[src/rtl/tron_game_timer_if.sv]
// tron_game_timer_if
// Groups the run/pause control and the timer outputs into one bundle.
//   enable    : run/pause request (1 = run)
//   clk_fast  : divided 50 % duty clock for the cycle datapaths
//   sec_tick  : one-cycle pulse per elapsed second
//   HEX0..3   : active-low 7-segment patterns (s0, s1, m0, m1)
// Modports: master drives enable and observes outputs; slave is the timer.
interface tron_game_timer_if;
    logic       enable;
    logic       clk_fast;
    logic       sec_tick;
    logic [6:0] HEX0;
    logic [6:0] HEX1;
    logic [6:0] HEX2;
    logic [6:0] HEX3;

    modport master (
        output enable,
        input  clk_fast, sec_tick, HEX0, HEX1, HEX2, HEX3
    );

    modport slave (
        input  enable,
        output clk_fast, sec_tick, HEX0, HEX1, HEX2, HEX3
    );
endinterface

[src/rtl/tron_game_timer.sv]
// tron_game_timer
// Divides CLOCK_50 into the light-cycle step clock (clk_fast) and a 1 Hz
// tick, keeps an MM:SS game clock that pauses with enable, and drives four
// active-low 7-segment displays.
// Ports:
//   CLOCK_50 : system clock
//   resetn   : synchronous active-low reset, priority over enable
//   bus      : tron_game_timer_if.slave (enable in; clk_fast, sec_tick,
//              HEX0..HEX3 out, all registered)
// Parameters:
//   FAST_DIV : CLOCK_50 cycles per clk_fast period (even, >= 2)
//   SEC_DIV  : CLOCK_50 cycles per sec_tick (>= 2)
// Build option:
//   TIMER_LEADING_BLANK_EN : blank HEX3 when m1=0, and HEX2 when m1=m0=0.
module tron_game_timer #(
    parameter int FAST_DIV = 10_000_000,
    parameter int SEC_DIV  = 50_000_000
) (
    input  logic               CLOCK_50,
    input  logic               resetn,
    tron_game_timer_if.slave   bus
);

    localparam int FAST_HALF = FAST_DIV / 2;
    localparam int FW        = (FAST_HALF > 1) ? $clog2(FAST_HALF) : 1;
    localparam int SW        = $clog2(SEC_DIV);

    localparam logic [FW-1:0] FAST_TC = FW'(FAST_HALF - 1);
    localparam logic [SW-1:0] SEC_TC  = SW'(SEC_DIV - 1);
    localparam logic [6:0]    SEG_ZERO  = 7'b1000000;
    localparam logic [6:0]    SEG_BLANK = 7'b1111111;

    function automatic logic [6:0] seg7(input logic [3:0] v);
        logic [6:0] s;
        case (v)
            4'h0: s = 7'b1000000;
            4'h1: s = 7'b1111001;
            4'h2: s = 7'b0100100;
            4'h3: s = 7'b0110000;
            4'h4: s = 7'b0011001;
            4'h5: s = 7'b0010010;
            4'h6: s = 7'b0000010;
            4'h7: s = 7'b1111000;
            4'h8: s = 7'b0000000;
            4'h9: s = 7'b0010000;
            4'hA: s = 7'b0001000;
            4'hB: s = 7'b0000011;
            4'hC: s = 7'b1000110;
            4'hD: s = 7'b0100001;
            4'hE: s = 7'b0000110;
            default: s = 7'b0001110;
        endcase
        return s;
    endfunction

    logic [FW-1:0] fast_cnt_q, fast_cnt_d;
    logic [SW-1:0] sec_cnt_q,  sec_cnt_d;
    logic          clk_fast_q, clk_fast_d;
    logic          sec_tick_q, sec_tick_d;
    logic [3:0]    s0_q, s0_d, s1_q, s1_d, m0_q, m0_d, m1_q, m1_d;
    logic [6:0]    hex0_q, hex0_d, hex1_q, hex1_d, hex2_q, hex2_d, hex3_q, hex3_d;

    always_comb begin
        fast_cnt_d = fast_cnt_q;
        clk_fast_d = clk_fast_q;
        sec_cnt_d  = sec_cnt_q;
        sec_tick_d = 1'b0;
        s0_d       = s0_q;
        s1_d       = s1_q;
        m0_d       = m0_q;
        m1_d       = m1_q;

        // A paused cycle sitting on terminal count leaves the counter there,
        // so the event fires on the first cycle after resuming.
        if (bus.enable) begin
            if (fast_cnt_q == FAST_TC) begin
                fast_cnt_d = '0;
                clk_fast_d = ~clk_fast_q;
            end else begin
                fast_cnt_d = fast_cnt_q + 1'b1;
            end

            if (sec_cnt_q == SEC_TC) begin
                sec_cnt_d  = '0;
                sec_tick_d = 1'b1;
            end else begin
                sec_cnt_d = sec_cnt_q + 1'b1;
            end
        end

        // Digits advance on the edge that retires the tick. A tick already
        // issued is honoured even if enable drops in that cycle, so an
        // announced second is never lost from the game clock.
        if (sec_tick_q) begin
            if (s0_q == 4'd9) begin
                s0_d = 4'd0;
                if (s1_q == 4'd5) begin
                    s1_d = 4'd0;
                    if (m0_q == 4'd9) begin
                        m0_d = 4'd0;
                        m1_d = (m1_q == 4'd9) ? 4'd0 : m1_q + 4'd1;
                    end else begin
                        m0_d = m0_q + 4'd1;
                    end
                end else begin
                    s1_d = s1_q + 4'd1;
                end
            end else begin
                s0_d = s0_q + 4'd1;
            end
        end

        hex0_d = seg7(s0_q);
        hex1_d = seg7(s1_q);
`ifdef TIMER_LEADING_BLANK_EN
        hex2_d = (m1_q == 4'd0 && m0_q == 4'd0) ? SEG_BLANK : seg7(m0_q);
        hex3_d = (m1_q == 4'd0) ? SEG_BLANK : seg7(m1_q);
`else
        hex2_d = seg7(m0_q);
        hex3_d = seg7(m1_q);
`endif
    end

    always_ff @(posedge CLOCK_50) begin
        if (!resetn) begin
            fast_cnt_q <= '0;
            sec_cnt_q  <= '0;
            clk_fast_q <= 1'b0;
            sec_tick_q <= 1'b0;
            s0_q       <= 4'd0;
            s1_q       <= 4'd0;
            m0_q       <= 4'd0;
            m1_q       <= 4'd0;
            hex0_q     <= SEG_ZERO;
            hex1_q     <= SEG_ZERO;
            hex2_q     <= SEG_ZERO;
            hex3_q     <= SEG_ZERO;
        end else begin
            fast_cnt_q <= fast_cnt_d;
            sec_cnt_q  <= sec_cnt_d;
            clk_fast_q <= clk_fast_d;
            sec_tick_q <= sec_tick_d;
            s0_q       <= s0_d;
            s1_q       <= s1_d;
            m0_q       <= m0_d;
            m1_q       <= m1_d;
            hex0_q     <= hex0_d;
            hex1_q     <= hex1_d;
            hex2_q     <= hex2_d;
            hex3_q     <= hex3_d;
        end
    end

    assign bus.clk_fast = clk_fast_q;
    assign bus.sec_tick = sec_tick_q;
    assign bus.HEX0     = hex0_q;
    assign bus.HEX1     = hex1_q;
    assign bus.HEX2     = hex2_q;
    assign bus.HEX3     = hex3_q;

endmodule

[src/flat_wrapper.sv]
// flat-port wrapper written by rule: the top's interface ports become plain ports
module tron_game_timer_flat 
#(
    parameter int FAST_DIV = 10_000_000,
    parameter int SEC_DIV  = 50_000_000
)
  (CLOCK_50, resetn, bus_enable, bus_clk_fast, bus_sec_tick, bus_HEX0, bus_HEX1, bus_HEX2, bus_HEX3);
  tron_game_timer_if bus_i ();
  input  logic CLOCK_50;
  input  logic resetn;
  input wire logic [$bits(bus_i.enable)-1:0] bus_enable;
  output wire logic [$bits(bus_i.clk_fast)-1:0] bus_clk_fast;
  output wire logic [$bits(bus_i.sec_tick)-1:0] bus_sec_tick;
  output wire logic [$bits(bus_i.HEX0)-1:0] bus_HEX0;
  output wire logic [$bits(bus_i.HEX1)-1:0] bus_HEX1;
  output wire logic [$bits(bus_i.HEX2)-1:0] bus_HEX2;
  output wire logic [$bits(bus_i.HEX3)-1:0] bus_HEX3;
  assign bus_i.enable = bus_enable;
  assign bus_clk_fast = bus_i.clk_fast;
  assign bus_sec_tick = bus_i.sec_tick;
  assign bus_HEX0 = bus_i.HEX0;
  assign bus_HEX1 = bus_i.HEX1;
  assign bus_HEX2 = bus_i.HEX2;
  assign bus_HEX3 = bus_i.HEX3;
  tron_game_timer #(.FAST_DIV(FAST_DIV), .SEC_DIV(SEC_DIV)) u_core (.CLOCK_50(CLOCK_50), .resetn(resetn), .bus(bus_i));
endmodule
[config.mk]
export PLATFORM = sky130hd
export DESIGN_NAME = tron_game_timer_flat
export DESIGN_NICKNAME = d
export VERILOG_FILES = /design/src/rtl/tron_game_timer_if.sv /design/src/rtl/tron_game_timer.sv /design/src/flat_wrapper.sv
export SDC_FILE = /design/constraint.sdc
export NUM_CORES = 1
export LEC_CHECK = 0
export ABC_AREA = 1
export CORE_AREA = 5 5 107 109
export CTS_CLUSTER_DIAMETER = 120
export DETAILED_ROUTE_END_ITERATION = 12
export DIE_AREA = 0 0 112 114
export GPL_TIMING_DRIVEN = 0
export PLACE_DENSITY = 0.79
export REMOVE_ABC_BUFFERS = 1
export SLEW_MARGIN = 20
export SYNTH_ARGS = -nofsm -noshare
export SYNTH_HDL_FRONTEND = slang
export SYNTH_SLANG_ARGS = --single-unit
[constraint.sdc]
create_clock -name CLOCK_50 -period 1.5 [get_ports CLOCK_50]
set_input_delay 0.3 -clock CLOCK_50 [delete_from_list [all_inputs] [get_ports CLOCK_50]]
set_output_delay 0.3 -clock CLOCK_50 [all_outputs]
set_load 0.02 [all_outputs]
==> results by group, run 1 <==
Power
  • Worst VDD drop: 0.497 mV
  • Comb power frac: under 10%
  • P_sw: 0.00100 W
  • Post-layout total power: 0.00476 W
  • Power Dens Cells: 788 nW/um^2
  • Leak: 2.38 nW
  • Switch share: a little over a fifth
  • Clock power frac: 44.0%
  • Internal power: 0.00376 W
  • Sequential share of power: around 53%

Synth
  • YS warnings: 0
  • Sequential fraction of the synthesis area: 37.8%
  • Most common flop cell mapped by yosys: dfxtp_1
  • Yosys reg bits: 95
  • Cell count after synthesis: approximately 700
  • Avg Inst Size Synth: roughly 7 um^2
  • Top-count cell post-synth: nand2_1
  • Distinct cells, synth: 43
  • Post-Syn Area: 5030 um^2
  • Most frequent cells after synthesis: nand2_1, nor2_1, dfxtp_1
  • Top cells by area, synth: dfxtp_1, nand2_1, nor2_1
  • Yosys top cell by area: dfxtp_1
  • Async set-reset flop share out of synthesis: 0%
  • Yosys top cell area share: between 30% and 40%
  • Number of synthesized flops with an enable pin: 0

Detailed routing
  • Vias per cell: 5.11
  • Iteration-0 DRC count of the detailed router: slightly above 200
  • Remaining antenna violation count: 0
  • 1st-pass router iterations: 8
  • Via count: 4594
  • DRC viols: 2
  • Drt total wl: 10.9 mm
  • Routed wire per std cell: approximately 12 um

Global routing
  • GRT Resource Usage Total: 17.1%
  • Grt total ovfl: 0
  • Number of global-route vias before repair: around 4200
  • Largest net degree at the start of global routing: 42
  • Global-route wire length before repair: 18.3 mm
  • Initial antenna violation count: 0

Critical path
  • CP required: 1.75 ns
  • Worst Path Buf+Inv: 1
  • Worst setup EP type: register
  • Crit Path Max Fanout: 8
  • CP max-delay cell: dfxtp_4
  • CP arrival: roughly 1.8 ns
  • CP Class: register to register
  • Most frequent CP cell: nand3_4
  • Top delay family on crit path: simple AND/OR/NAND/NOR gates
  • Worst path cell trace: ha_4 -> nand3_4 -> nor2_4 -> nand3_4 -> o21ai_4 -> buf_12 -> nor3_2
  • CP startpoint kind: register
  • Max incr delay on CP: between 0.3 and 0.4 ns

Clocking
  • Total CTS buffers: 9
  • CTS tree: done
  • # hold bufs at CTS: 0
  • H-tree levels: 3
  • CTS clk-pin slew, worst paths: 0.10 ns
  • Worst-Skew Late Latency: 0.37 ns
  • Clock Path Buffers: 2
  • # clock sinks: 95
  • CTS Root Cell: clkbuf_8

Run status
  • Failing checks: DRC, setup timing
  • Status: finished, violations left

Placement
  • GP Congestion: 0.891
  • Post-Place Cells: 869
  • Area after DPL: approximately 5400 um^2
  • Hpwl dp: 7.28 mm
  • # port buffers: 32

Floorplan
  • Die Height: 114 um
  • # IOs: 33
  • Site row count: 38
  • Total core area: 10500 um^2
  • DIE AREA: 12800 um^2
  • Initial Util: 47.9%
  • Die Span X: roughly 110 um

STA
  • Final Hold Vio Count: 0
  • Hold slack: roughly 0.43 ns
  • Unrepaired setup endpoints after global routing: true
  • Max frequency: about 670 MHz
  • Final Cycle Share: 100%
  • Setup_tns: -0.00366 ns
  • Slew headroom: ~67%
  • Skew final: roughly 0.01 ns
  • Final setup vio count: 1
  • Final min period: 1.50 ns
  • Max-slew violation count: 0
  • Setup ws final: -0.00366 ns
  • Worst-Margin Slew: 0.492 ns

Hold path
  • Min-delay worst type: input pin to register

Final layout
  • Area growth, synth to finish: 20.1%
  • Share of cells above drive strength 1: 15.2%
  • Fin area: 6050 um^2
  • Non-Filler Instances: 899
  • Nets: slightly below 800
  • Number of diodes: 0

Flow run
  • Max Cap Violations: 0
## repair_timing
action / in CTS / in global routing
hold endpoints to repair: 0 / 0
gates resized for setup: 67 / 55
endpoints found under the setup margin: 123 / 53
pin swaps: 6 / 15
cloned: 0 / 2
buffers inserted: 6 / 6
## power groups by stage
stage                     clock (W)  combinational, W  sequential (W)
final                       0.00209          0.000132         0.00254
after global routing        0.00224          0.000144         0.00254
after CTS                   0.00215          0.000119         0.00254
after detailed placement          0          0.000110         0.00260
after global placement            0          0.000107         0.00260
after floorplan                   0         0.0000616         0.00259
## per-layer routing
| metal | wire, um | share of wire [%] | GRT usage, % | vias up |
|---|---|---|---|---|
| met3 | 509 | 4.7 | 2.44 | 11 |
| met2 | 5190 | 48 | 28.7 | 110 |
| met5 | 0 | 0 | 0 | - |
| met4 | 157 | 1.4 | 7.45 | 0 |
| li1 | - | - | - | 2379 |
| met1 | 5060 | 46 | 22.1 | 2094 |
## area by class of cell
class / count / area, um^2
clock buffers: 11 / 151
clock inverters: 5 / 104
fillers: 947 / 4460
inverters: 82 / 318
multi-input cells: 522 / 2980
flip-flops and latches: 95 / 1930
well taps: 140 / 175
repair buffers: 44 / 383
## path summary, 6_finish.rpt
| check | to | start | cells after the start | slack, ns |
|---|---|---|---|---|
| worst max register to register | u_core.fast_cnt_q[3] | u_core.fast_cnt_q[0] | 7 | -0.004 |
| worst min-delay path | u_core.fast_cnt_q[1] | bus_enable | 3 | 0.43 |
| worst max-delay path | u_core.fast_cnt_q[3] | u_core.fast_cnt_q[0] | 7 | -0.004 |
| worst min register to register | u_core.fast_cnt_q[20] | u_core.fast_cnt_q[20] | 2 | 0.47 |
## layout by cell type (no fill, tap or decap), types with 2 or more instances in the layout
cell type	netlist	final
nand4_1	3	3
nand3b_1	5	5
dlygate4sd2_1	0	29
o22ai_1	3	3
xor2_1	14	14
nand3_1	51	45
o21ai_1	1	2
xnor2_1	4	4
a31oi_1	3	3
o21ai_4	1	2
o21ai_0	27	26
nor2_1	110	101
bufinv_16	0	3
dfxtp_4	0	4
nor2_4	4	15
nor3b_1	3	3
a21oi_1	47	47
dfxtp_2	0	14
ha_4	0	4
buf_4	2	10
clkbuf_8	0	11
nor2_2	11	9
dfxtp_1	95	77
nand2_4	1	4
nor3_1	20	18
or2_2	3	3
o211ai_1	3	3
inv_1	78	73
a211oi_1	7	7
ha_1	27	22
nand3_4	2	4
nand2_1	157	152
nor3_2	1	3
inv_2	3	5
nand3_2	1	6
nand2_2	2	4
inv_4	1	4
## metrics by stage
stage	util [%]	setup WS [ns]
final	57.5	-0.00366
after global routing	57.5	-0.0503
after CTS	55.2	0.00564
after detailed placement	51.8	-1.45
after global placement	51.8	-1.86
after floorplan	-	0.00892
## cell families after synthesis
group | share of synthesized area [%]
flops | 37.8
mux | 0.199
buf+inv | 7.98
fa+ha+maj | 6.71
compound gates | 11.0
simple gates | 33.2
xor+xnor | 3.13
## state kept, by name, indices dropped and copies added (netlist names)
name	flops
u_core.bus.HEX2	7
u_core.bus.HEX3	7
u_core.m0_q	4
u_core.m1_q	4
u_core.bus.clk_fast	1
u_core.bus.HEX1	7
u_core.s0_q	4
u_core.fast_cnt_q	23
u_core.bus.sec_tick	1
u_core.bus.HEX0	7
u_core.s1_q	4
u_core.sec_cnt_q	26
## worst reg2reg max path, delay by kind of cell (launching register included)
family	cells	cell delay, ns
AOI/OAI and AO/OA	1	0.21
adders and majority gates	1	0.16
buffers and inverters	1	0.15
DFF	1	0.39
and+or+nand+nor	4	0.48
No activity file was read; power rests on OpenSTA's default activity.
==> inputs of run 2 (changes only) <==
Settings changed: CTS_BUF_LIST set to sky130_fd_sc_hd__clkbuf_2.
==> run 2 against run 1 <==
The run now ends clean. Die area unchanged. Critical path type unchanged. Worst setup slack better by 0.020 ns. Clock power down 26%. Sequential share of layout area up 1.5 points. Wire length about the same.
==> results by group, run 2 (synthesis gave the netlist of run 1 again) <==
Run status
  • Status: finished, final reports clean

Clocking
  • Total CTS buffers: 9 (unchanged)
  • Clock Path Buffers: 2 (unchanged)
  • CTS Root Cell: clkbuf_2
  • H-tree levels: 3 (unchanged)
  • # hold bufs at CTS: 0 (unchanged)
  • Worst-Skew Late Latency: 0.55 ns (+0.18 ns)
  • CTS tree: done
  • # clock sinks: 95 (unchanged)
  • CTS clk-pin slew, worst paths: 0.24 ns (+0.14 ns)

STA
  • Max-slew violation count: 0 (unchanged)
  • Skew final: 0.0274 ns (+0.0173 ns)
  • Setup_tns: 0 ns (+0.00366 ns)
  • Final min period: 1.48 ns (-0.0203 ns)
  • Final setup vio count: 0 (-1)
  • Unrepaired setup endpoints after global routing: true
  • Max frequency: 674 MHz (+1.4%)
  • Slew headroom: 46.0% (-21 points)
  • Final Hold Vio Count: 0 (unchanged)
  • Final Cycle Share: 98.9% (-1.4 points)
  • Worst-Margin Slew: 0.809 ns (+0.317 ns)
  • Hold slack: 0.412 ns (-0.0184 ns)

Critical path
  • CP startpoint kind: register
  • CP arrival: 1.95 ns (+0.19 ns)
  • RR Endpoint: u_core.fast_cnt_q[19]
  • Critical R2R Launch: u_core.fast_cnt_q[1]
  • Reg-to-reg slack, setup: 0.02 ns (+0.02 ns)
  • Crit Path Max Fanout: 5 (-3)
  • CP Class: register to register
  • CP required: 1.97 ns (+0.22 ns)
  • Worst Reg-to-Reg Cells: 7 (unchanged)
  • Worst setup EP type: register

Floorplan
  • Site row count: 38 (unchanged)
  • Initial Util: 47.9% (unchanged)
  • Total core area: 10500 um^2 (unchanged)
  • # IOs: 33 (unchanged)
  • Die Span X: 112 um (unchanged)
  • Die Height: 114 um (unchanged)
  • DIE AREA: 12800 um^2 (unchanged)

Global routing
  • Largest net degree at the start of global routing: 42 (unchanged)
  • Number of global-route vias before repair: 4199 (+0.31%)
  • GRT Resource Usage Total: 17.0% (-0.10 points)
  • Grt total ovfl: 0 (unchanged)
  • Initial antenna violation count: 0 (unchanged)
  • Global-route wire length before repair: 18.3 mm (+0.11%)

Final layout
  • Number of diodes: 0 (unchanged)
  • Share of cells above drive strength 1: 22.6% (+7.5 points)
  • Nets: 786 (+0.26%)
  • Fin area: 5890 um^2 (-2.5%)
  • Leading registers by flop count: u_core.sec_cnt_q (26), u_core.fast_cnt_q (23)
  • Area growth, synth to finish: 17.0%
  • Commonest non-fill, non-tap cell in the layout: nand2_1
  • Commonest cells after routing, fill and taps aside: nand2_1, nor2_1, inv_1
  • Biggest register: u_core.sec_cnt_q
  • Largest register FFs: 26 (unchanged)

Hold path
  • Min-delay worst type: input pin to register
  • Hold Path Origin: bus_enable
  • Hold path endpoint: u_core.fast_cnt_q[1]
  • Hold depth: 3 (unchanged)

Detailed routing
  • Routed wire per std cell: 12.1 um (-0.21%)
  • Drt total wl: 10.9 mm (about the same)
  • 1st-pass router iterations: 4 (-4)
  • Met2 Wirelength: 5.25 mm (+1.3%)
  • Highest routed layer: met4
  • Met3 wire length: 459 um (-9.8%)
  • Via count: 4609 (+0.33%)
  • DRC viols: 0 (-2)
  • Remaining antenna violation count: 0 (unchanged)
  • M1 WL: 5.05 mm (-0.18%)
  • Vias per cell: 5.12 (+0.10%)
  • Iteration-0 DRC count of the detailed router: 231 (+13%)

Placement
  • Hpwl dp: 7.28 mm (unchanged)
  • GP Congestion: 0.891 (unchanged)
  • Area after DPL: 5440 um^2 (unchanged)
  • # port buffers: 32 (unchanged)

Power
  • Post-layout total power: 0.00424 W (-11%)
  • Worst VDD drop: 0.447 mV (-9.9%)
  • Power Dens Cells: 719 nW/um^2 (-8.7%)
  • Leak: 2.31 nW (-2.9%)

Flow run
  • Max Cap Violations: 0 (unchanged)
-- run 2: area by class of cell --
| cell class | instances | area [um^2] |
|---|---|---|
| timing repair buffer | 47 | 314 |
| sequential | 95 | 1980 |
| multi-input combinational | 521 | 2950 |
| clock buffer | 9 | 45.0 |
| fill | 977 | 4610 |
| clock inverter | 7 | 111 |
| tap | 140 | 175 |
| inverter | 82 | 318 |
-- run 2: metal layers --
| layer | vias up | track usage (%) |
|---|---|---|
| met5 | - | 0 |
| met3 | 18 | 3.34 |
| met2 | 81 | 28.4 |
| met1 | 2133 | 22.0 |
| met4 | 0 | 6.09 |
| li1 | 2377 | - |
-- run 2: power by group --
part	switching, W	internal (W)
sequential	0.0000114	0.00253
clock	0.000846	0.000708
combinational	0.0000945	0.0000458
total	0.000952	0.00329
-- run 2: worst max path at each step --
stage,start,endpoint,slack (ns),cells after the start
after global routing,u_core.fast_cnt_q[3],u_core.fast_cnt_q[21],-0.08,8
after CTS,u_core.m1_q[1],u_core.m1_q[1],0.002,7
after detailed placement,resetn,u_core.fast_cnt_q[22],-1.45,5
final,u_core.fast_cnt_q[1],u_core.fast_cnt_q[19],0.02,7
after global placement,resetn,u_core.fast_cnt_q[22],-1.86,5
after floorplan,u_core.s1_q[1],u_core.m1_q[1],0.009,9
-- run 2: critical path: stages, from the launching register on --
cell and delay [ns]:
dfxtp_4 0.43, ha_4 0.14, nand3_2 0.09, nor2_4 0.23, nand3_4 0.12, o21ai_4 0.20, buf_4 0.15, a21oi_1 0.04
-- run 2: repair_timing --
item | CTS | global route
resized for setup | 149 | 90
cloned | 0 | 1
setup endpoints to repair | 119 | 75
pin swaps | 6 | 10
buffers inserted | 9 | 6
-- run 2: per-stage QoR --
step           util [%]  worst slack [ns]  cells
2_1_floorplan         -           0.00892    697
3_3_place_gp       51.8             -1.86    869
3_5_place_dp       51.8             -1.45    869
4_1_cts            54.6           0.00242    894
5_1_grt            56.1           -0.0812    901
6_report           56.1            0.0167    901
